## src/rtl/bin2bcd_pkg.sv

```systemverilog
// Shared types and constants for the sequential binary-to-BCD converter.
package bin2bcd_pkg;

    typedef enum logic [1:0] {
        IDLE,
        SHIFT,
        DONE
    } bcd_state_t;

    // A nibble at or above this value gets +3 before the next shift.
    localparam logic [3:0] NIBBLE_ADJ_THRESH = 4'd5;

    // Largest value representable with the given number of decimal digits.
    function automatic int unsigned bcd_max(input int unsigned digits);
        int unsigned result;
        result = 1;
        for (int unsigned i = 0; i < digits; i++) begin
            result = result * 10;
        end
        return result - 1;
    endfunction

endpackage

```

## src/rtl/bin2bcd_seq_if.sv

```systemverilog
// Start/done handshake and data bus between a requester and bin2bcd_seq.
interface bin2bcd_seq_if #(
    parameter int BIN_WIDTH = 14,
    parameter int DIGITS    = 4
);

    logic                  start;
    logic [BIN_WIDTH-1:0]  bin;
    logic                  busy;
    logic                  done;
    logic [4*DIGITS-1:0]   bcd;
    logic                  ovf;

    modport master (
        output start,
        output bin,
        input  busy,
        input  done,
        input  bcd,
        input  ovf
    );

    modport slave (
        input  start,
        input  bin,
        output busy,
        output done,
        output bcd,
        output ovf
    );

endinterface

```

## src/rtl/bcd_digit_adj.sv

```systemverilog
// One double-dabble nibble correction: add 3 when the digit is 5 or more,
// so that the following left shift carries correctly into the next digit.
module bcd_digit_adj
    import bin2bcd_pkg::*;
(
    input  logic [3:0] din,
    output logic [3:0] dout
);

    // Pure 4-bit add with no carry out; digits never exceed 9 before adjust.
    always_comb begin
        dout = din;
        if (din >= NIBBLE_ADJ_THRESH) begin
            dout = din + 4'd3;
        end
    end

endmodule

```

## src/rtl/bin2bcd_seq.sv

```systemverilog
// Sequential binary-to-BCD converter, one input bit per clock (double dabble).
// Values above the digit range saturate to all nines and raise ovf.
module bin2bcd_seq
    import bin2bcd_pkg::*;
#(
    parameter int BIN_WIDTH = 14,
    parameter int DIGITS    = 4
) (
    input  logic            clk,
    input  logic            reset,
    bin2bcd_seq_if.slave    bus
);

    localparam int BCD_W = 4 * DIGITS;
    localparam int SR_W  = BCD_W + BIN_WIDTH;
    localparam int CW    = $clog2(BIN_WIDTH + 1);
    localparam int unsigned MAX_VAL = bcd_max(DIGITS);

    bcd_state_t         state;
    bcd_state_t         state_next;
    logic [SR_W-1:0]    shift_reg;
    logic [SR_W-1:0]    shift_reg_shifted;
    logic [BCD_W-1:0]   adj_field;
    logic [CW-1:0]      bit_cnt;
    logic               ovf_pending;
    logic               ovf_next;
    logic [BCD_W-1:0]   bcd_q;
    logic               ovf_q;
    logic               busy_o;
    logic               done_o;
    logic               capture;
    logic               last_shift;

    // A new request is taken whenever the converter is not mid-shift,
    // which includes the DONE cycle so back-to-back runs lose no cycle.
    assign capture    = bus.start && (state != SHIFT);
    assign last_shift = (state == SHIFT) && (bit_cnt == CW'(1));
    assign ovf_next   = (32'(bus.bin) > MAX_VAL);

    // All digits are corrected in parallel from the current register contents.
    genvar g;
    generate
        for (g = 0; g < DIGITS; g++) begin : g_adj
            bcd_digit_adj u_adj (
                .din  (shift_reg[BIN_WIDTH + 4*g +: 4]),
                .dout (adj_field[4*g +: 4])
            );
        end
    endgenerate

    assign shift_reg_shifted = {adj_field, shift_reg[BIN_WIDTH-1:0]} << 1;

    // State register.
    always_ff @(posedge clk or negedge reset) begin
        if (!reset) begin
            state <= IDLE;
        end else begin
            state <= state_next;
        end
    end

    // Next-state logic: the SHIFT phase lasts exactly BIN_WIDTH cycles.
    always_comb begin
        state_next = state;
        case (state)
            IDLE:    if (bus.start) state_next = SHIFT;
            SHIFT:   if (bit_cnt == CW'(1)) state_next = DONE;
            DONE:    state_next = bus.start ? SHIFT : IDLE;
            default: state_next = IDLE;
        endcase
    end

    // Status outputs are decoded purely from the registered state.
    always_comb begin
        busy_o = 1'b0;
        done_o = 1'b0;
        case (state)
            SHIFT:   busy_o = 1'b1;
            DONE:    done_o = 1'b1;
            default: ;
        endcase
    end

    // Shift register, bit counter and pending overflow flag.
    always_ff @(posedge clk or negedge reset) begin
        if (!reset) begin
            shift_reg   <= '0;
            bit_cnt     <= '0;
            ovf_pending <= 1'b0;
        end else if (capture) begin
            shift_reg   <= {{BCD_W{1'b0}}, bus.bin};
            bit_cnt     <= CW'(BIN_WIDTH);
            ovf_pending <= ovf_next;
        end else if (state == SHIFT) begin
            shift_reg   <= shift_reg_shifted;
            bit_cnt     <= bit_cnt - CW'(1);
        end
    end

    // Result registers load on the final shift so they are valid with done.
    always_ff @(posedge clk or negedge reset) begin
        if (!reset) begin
            bcd_q <= '0;
            ovf_q <= 1'b0;
        end else if (last_shift) begin
            bcd_q <= ovf_pending ? {DIGITS{4'h9}} : shift_reg_shifted[SR_W-1:BIN_WIDTH];
            ovf_q <= ovf_pending;
        end
    end

    assign bus.busy = busy_o;
    assign bus.done = done_o;
    assign bus.bcd  = bcd_q;
    assign bus.ovf  = ovf_q;

endmodule

```

## src/flat_wrapper.sv

```systemverilog
// flat-port wrapper written by rule: the top's interface ports become plain ports
module bin2bcd_seq_flat import bin2bcd_pkg::*;
#(
    parameter int BIN_WIDTH = 14,
    parameter int DIGITS    = 4
)
  (clk, reset, bus_start, bus_bin, bus_busy, bus_done, bus_bcd, bus_ovf);
  bin2bcd_seq_if #(.BIN_WIDTH(BIN_WIDTH), .DIGITS(DIGITS)) bus_i ();
  input  logic clk;
  input  logic reset;
  input wire logic [$bits(bus_i.start)-1:0] bus_start;
  input wire logic [$bits(bus_i.bin)-1:0] bus_bin;
  output wire logic [$bits(bus_i.busy)-1:0] bus_busy;
  output wire logic [$bits(bus_i.done)-1:0] bus_done;
  output wire logic [$bits(bus_i.bcd)-1:0] bus_bcd;
  output wire logic [$bits(bus_i.ovf)-1:0] bus_ovf;
  assign bus_i.start = bus_start;
  assign bus_i.bin = bus_bin;
  assign bus_busy = bus_i.busy;
  assign bus_done = bus_i.done;
  assign bus_bcd = bus_i.bcd;
  assign bus_ovf = bus_i.ovf;
  bin2bcd_seq #(.BIN_WIDTH(BIN_WIDTH), .DIGITS(DIGITS)) u_core (.clk(clk), .reset(reset), .bus(bus_i));
endmodule
```

## config.mk

```make
export PLATFORM = sky130hd
export DESIGN_NAME = bin2bcd_seq_flat
export DESIGN_NICKNAME = d
export VERILOG_FILES = /design/src/rtl/bin2bcd_pkg.sv /design/src/rtl/bin2bcd_seq_if.sv /design/src/rtl/bcd_digit_adj.sv /design/src/rtl/bin2bcd_seq.sv /design/src/flat_wrapper.sv
export SDC_FILE = /design/constraint.sdc
export NUM_CORES = 1
export LEC_CHECK = 0
export BUFFER_PORTS_ARGS = -buffer_cell sky130_fd_sc_hd__buf_2
export CAP_MARGIN = 20
export CORE_ASPECT_RATIO = 0.7
export CORE_MARGIN = 1.5
export CORE_UTILIZATION = 25
export DETAILED_ROUTE_END_ITERATION = 10
export GPL_ROUTABILITY_DRIVEN = 0
export PLACE_DENSITY = 0.46
export SYNTH_ARGS = -nofsm -noshare
export SYNTH_HDL_FRONTEND = slang
export SYNTH_HIERARCHICAL = 1
export SYNTH_SLANG_ARGS = --single-unit
```

## constraint.sdc

```tcl
create_clock -name clk -period 1.45 [get_ports clk]
set_input_delay 0 -clock clk [delete_from_list [all_inputs] [get_ports clk]]
set_output_delay 0 -clock clk [all_outputs]
set_load 0.02 [all_outputs]
```

==> results.md <==
- Outcome: complete, but fails checks
- Violated checks: setup timing
- Largest net degree at the start of global routing: 64
- Initial antenna violation count: 0
- Unrepaired setup endpoints after global routing: yes
- Worst path buffer plus inverter count: 0
- Power Total: around 8.6 mW
- Worst vdd ir: 0.783 mV
- Ratio of total power to cell area: 2220 mW/mm²
- Wirelength, routed: 6800 µm
- Antenna cells: 0
- Max FFs per register: 30
- Post-DRT Antenna Nets: 0
- Dpl cell area: 0.00334 mm²
- Final core occ: between 30% and 40%
- Final hold vios: 0
- Global-route wire length before repair: 10,100 µm
- CTS sink cnt: 54
- Worst setup margin: -83.2 ps
- Worst Skew: approximately 4.0 ps
- Vias in the first global route: 2,021
- Total GRT Usage: 11.0%
- Hold crit path type: input pin to register
- Port buffer count: 35
- Multi-input logic area: ~0.0015 mm²
- Detailed-route via count: 2,207
- Layout cells sized above 1: 37.5%
- Slowest-stage cell, CP: dfrtp_1
- CTS Buf Count: 5
- Initial Util: 26.1%
- Die Span Y: 90.7 µm
- Final setup vio count: 10
- Seq. cell area: 0.00135 mm²
- Worst path max stage delay: 440 ps
- Fill count: 1,061
- Initial drt markers: 90
- Pleak: 1.79 nW
- Post-Syn Area: roughly 0.0027 mm²
- CTS tree: built
- Avg WL per Cell: 13.3 µm
- Syn_nets: 317
- Layout net count: between 300 and 400
- DRC errors left: 0
- Die area: 0.0116 mm²
- Tcrit/Tclk final: 106%
- Setup CP Type: register to register
- Clk slew on worst S/H paths: 70 ps
- Crit start category: register
- Root buffer cell: clkbuf_16
- Max Cap Violations: 0
- Arrival time at the worst endpoint: 1720 ps
- F_max: 652 MHz
- Crit path max-delay family: flip-flops
- Worst-skew pair later-pin latency: 290 ps
- # rows: 31
- Yosys warns: 6
- I/O pin count: 36
- Dpl hpwl: 4070 µm
- Min cycle time layout: around 1500 ps
- Synth-to-layout area growth: 41.6%
- Worst rel slew slack: 78.0%
- Drt pass-1 iters: 4
- Via density per instance: 4.32
- GR Overflow Total: 0
- Syn Area/Cell: 9.46 µm²
- Worst EP required: 1630 ps
- Slew Viols, Final: 0
- Worst setup EP type: register
- Post-Synthesis Cells: a little under 300
- Crit path max fanout: 4
- Setup TNS: -437 ps
- Depth of the CTS H-tree: 2
- Least-Margin Pin Slew: ~330 ps
- Max clock buf depth: 2
- Area of the core: 0.0105 mm²
- Die width: 128 µm
- Post-route cell area: 0.00389 mm²
- Crit path cell chain: ha_4, nand2b_4, a21oi_4, mux2i_1, nor2b_1, mux2_2
==> worst reg2reg max path, stage by stage (launching register included) <==
cell      delay [ps]
dfrtp_1          440
ha_4             180
nand2b_4         140
a21oi_4          160
mux2i_1          120
nor2b_1          140
mux2_2           250
==> per-stage QoR <==
| step | hold slack, ps | setup slack [ps] | std cells |
|---|---|---|---|
| 2_1_floorplan | -296 | -6.04 | 290 |
| 3_3_place_gp | 24.8 | -66.0 | 484 |
| 3_5_place_dp | 26.6 | -84.3 | 484 |
| 4_1_cts | 0.461 | -56.3 | 498 |
| 5_1_grt | 28.6 | -175 | 511 |
| 6_report | 6.80 | -83.2 | 511 |
==> area by class of cell <==
type / instances / area share (%)
clock buffer: 5 / 3.22
clock inverter: 3 / 1.13
inverter: 14 / 1.42
multi-input combinational: 207 / 38.3
sequential: 54 / 34.8
tap: 148 / 4.76
timing repair buffer: 80 / 16.4
==> layer usage <==
layer	vias to the layer above	part of all wire [%]	global-route usage, %
met5	-	0	0
met4	0	0.59	2.25
met3	4	2.6	2.73
met2	32	41	16.4
met1	1055	55	15.9
li1	1116	-	-
==> cells in the final DEF, fill, tap and decap left out, types with 6 or more instances in the layout <==
cell / n
inv_2: 7
o21ai_1: 7
ha_4: 6
a31oi_1: 7
buf_4: 33
mux2i_1: 17
o21ai_0: 32
inv_1: 6
mux2_2: 9
clkbuf_16: 8
nand2_1: 59
nor2_1: 13
dfrtp_1: 54
nor2b_1: 8
a21oi_2: 7
buf_2: 35
==> final timing paths <==
check                      cells past startpoint  slack, ps                  end            startpoint
setup / recovery                               6        -80    u_core/bus.bcd[6]  u_core/shift_reg[18]
hold / removal                                 3          7  u_core/shift_reg[1]            bus_bin[1]
setup reg to reg                               6        -80    u_core/bus.bcd[6]  u_core/shift_reg[18]
hold reg to reg                                2        490  u_core/shift_reg[5]   u_core/shift_reg[4]
max in group asynchronous                      3        960  u_core/shift_reg[8]                 reset
min in group asynchronous                      3        240   u_core/bus.bcd[14]                 reset
==> power breakdown <==
group	switching, mW	internal [mW]	leakage [nW]
Combinational	2.31	2.24	1.03
Clock	0.569	0.819	0.0842
Sequential	0.537	2.16	0.674
==> what timing repair did <==
| item | 4_1_cts | 5_1_grt |
|---|---|---|
| gates resized for setup | 11 | 30 |
| buffers inserted | 2 | 10 |
| setup endpoints to repair | 14 | 23 |
| endpoints found under the hold margin | 57 | 0 |
| pin swaps | 0 | 9 |
| hold buffers | 4 | 0 |
| cloned | 0 | 3 |
Power figures use the tool's default switching activity.
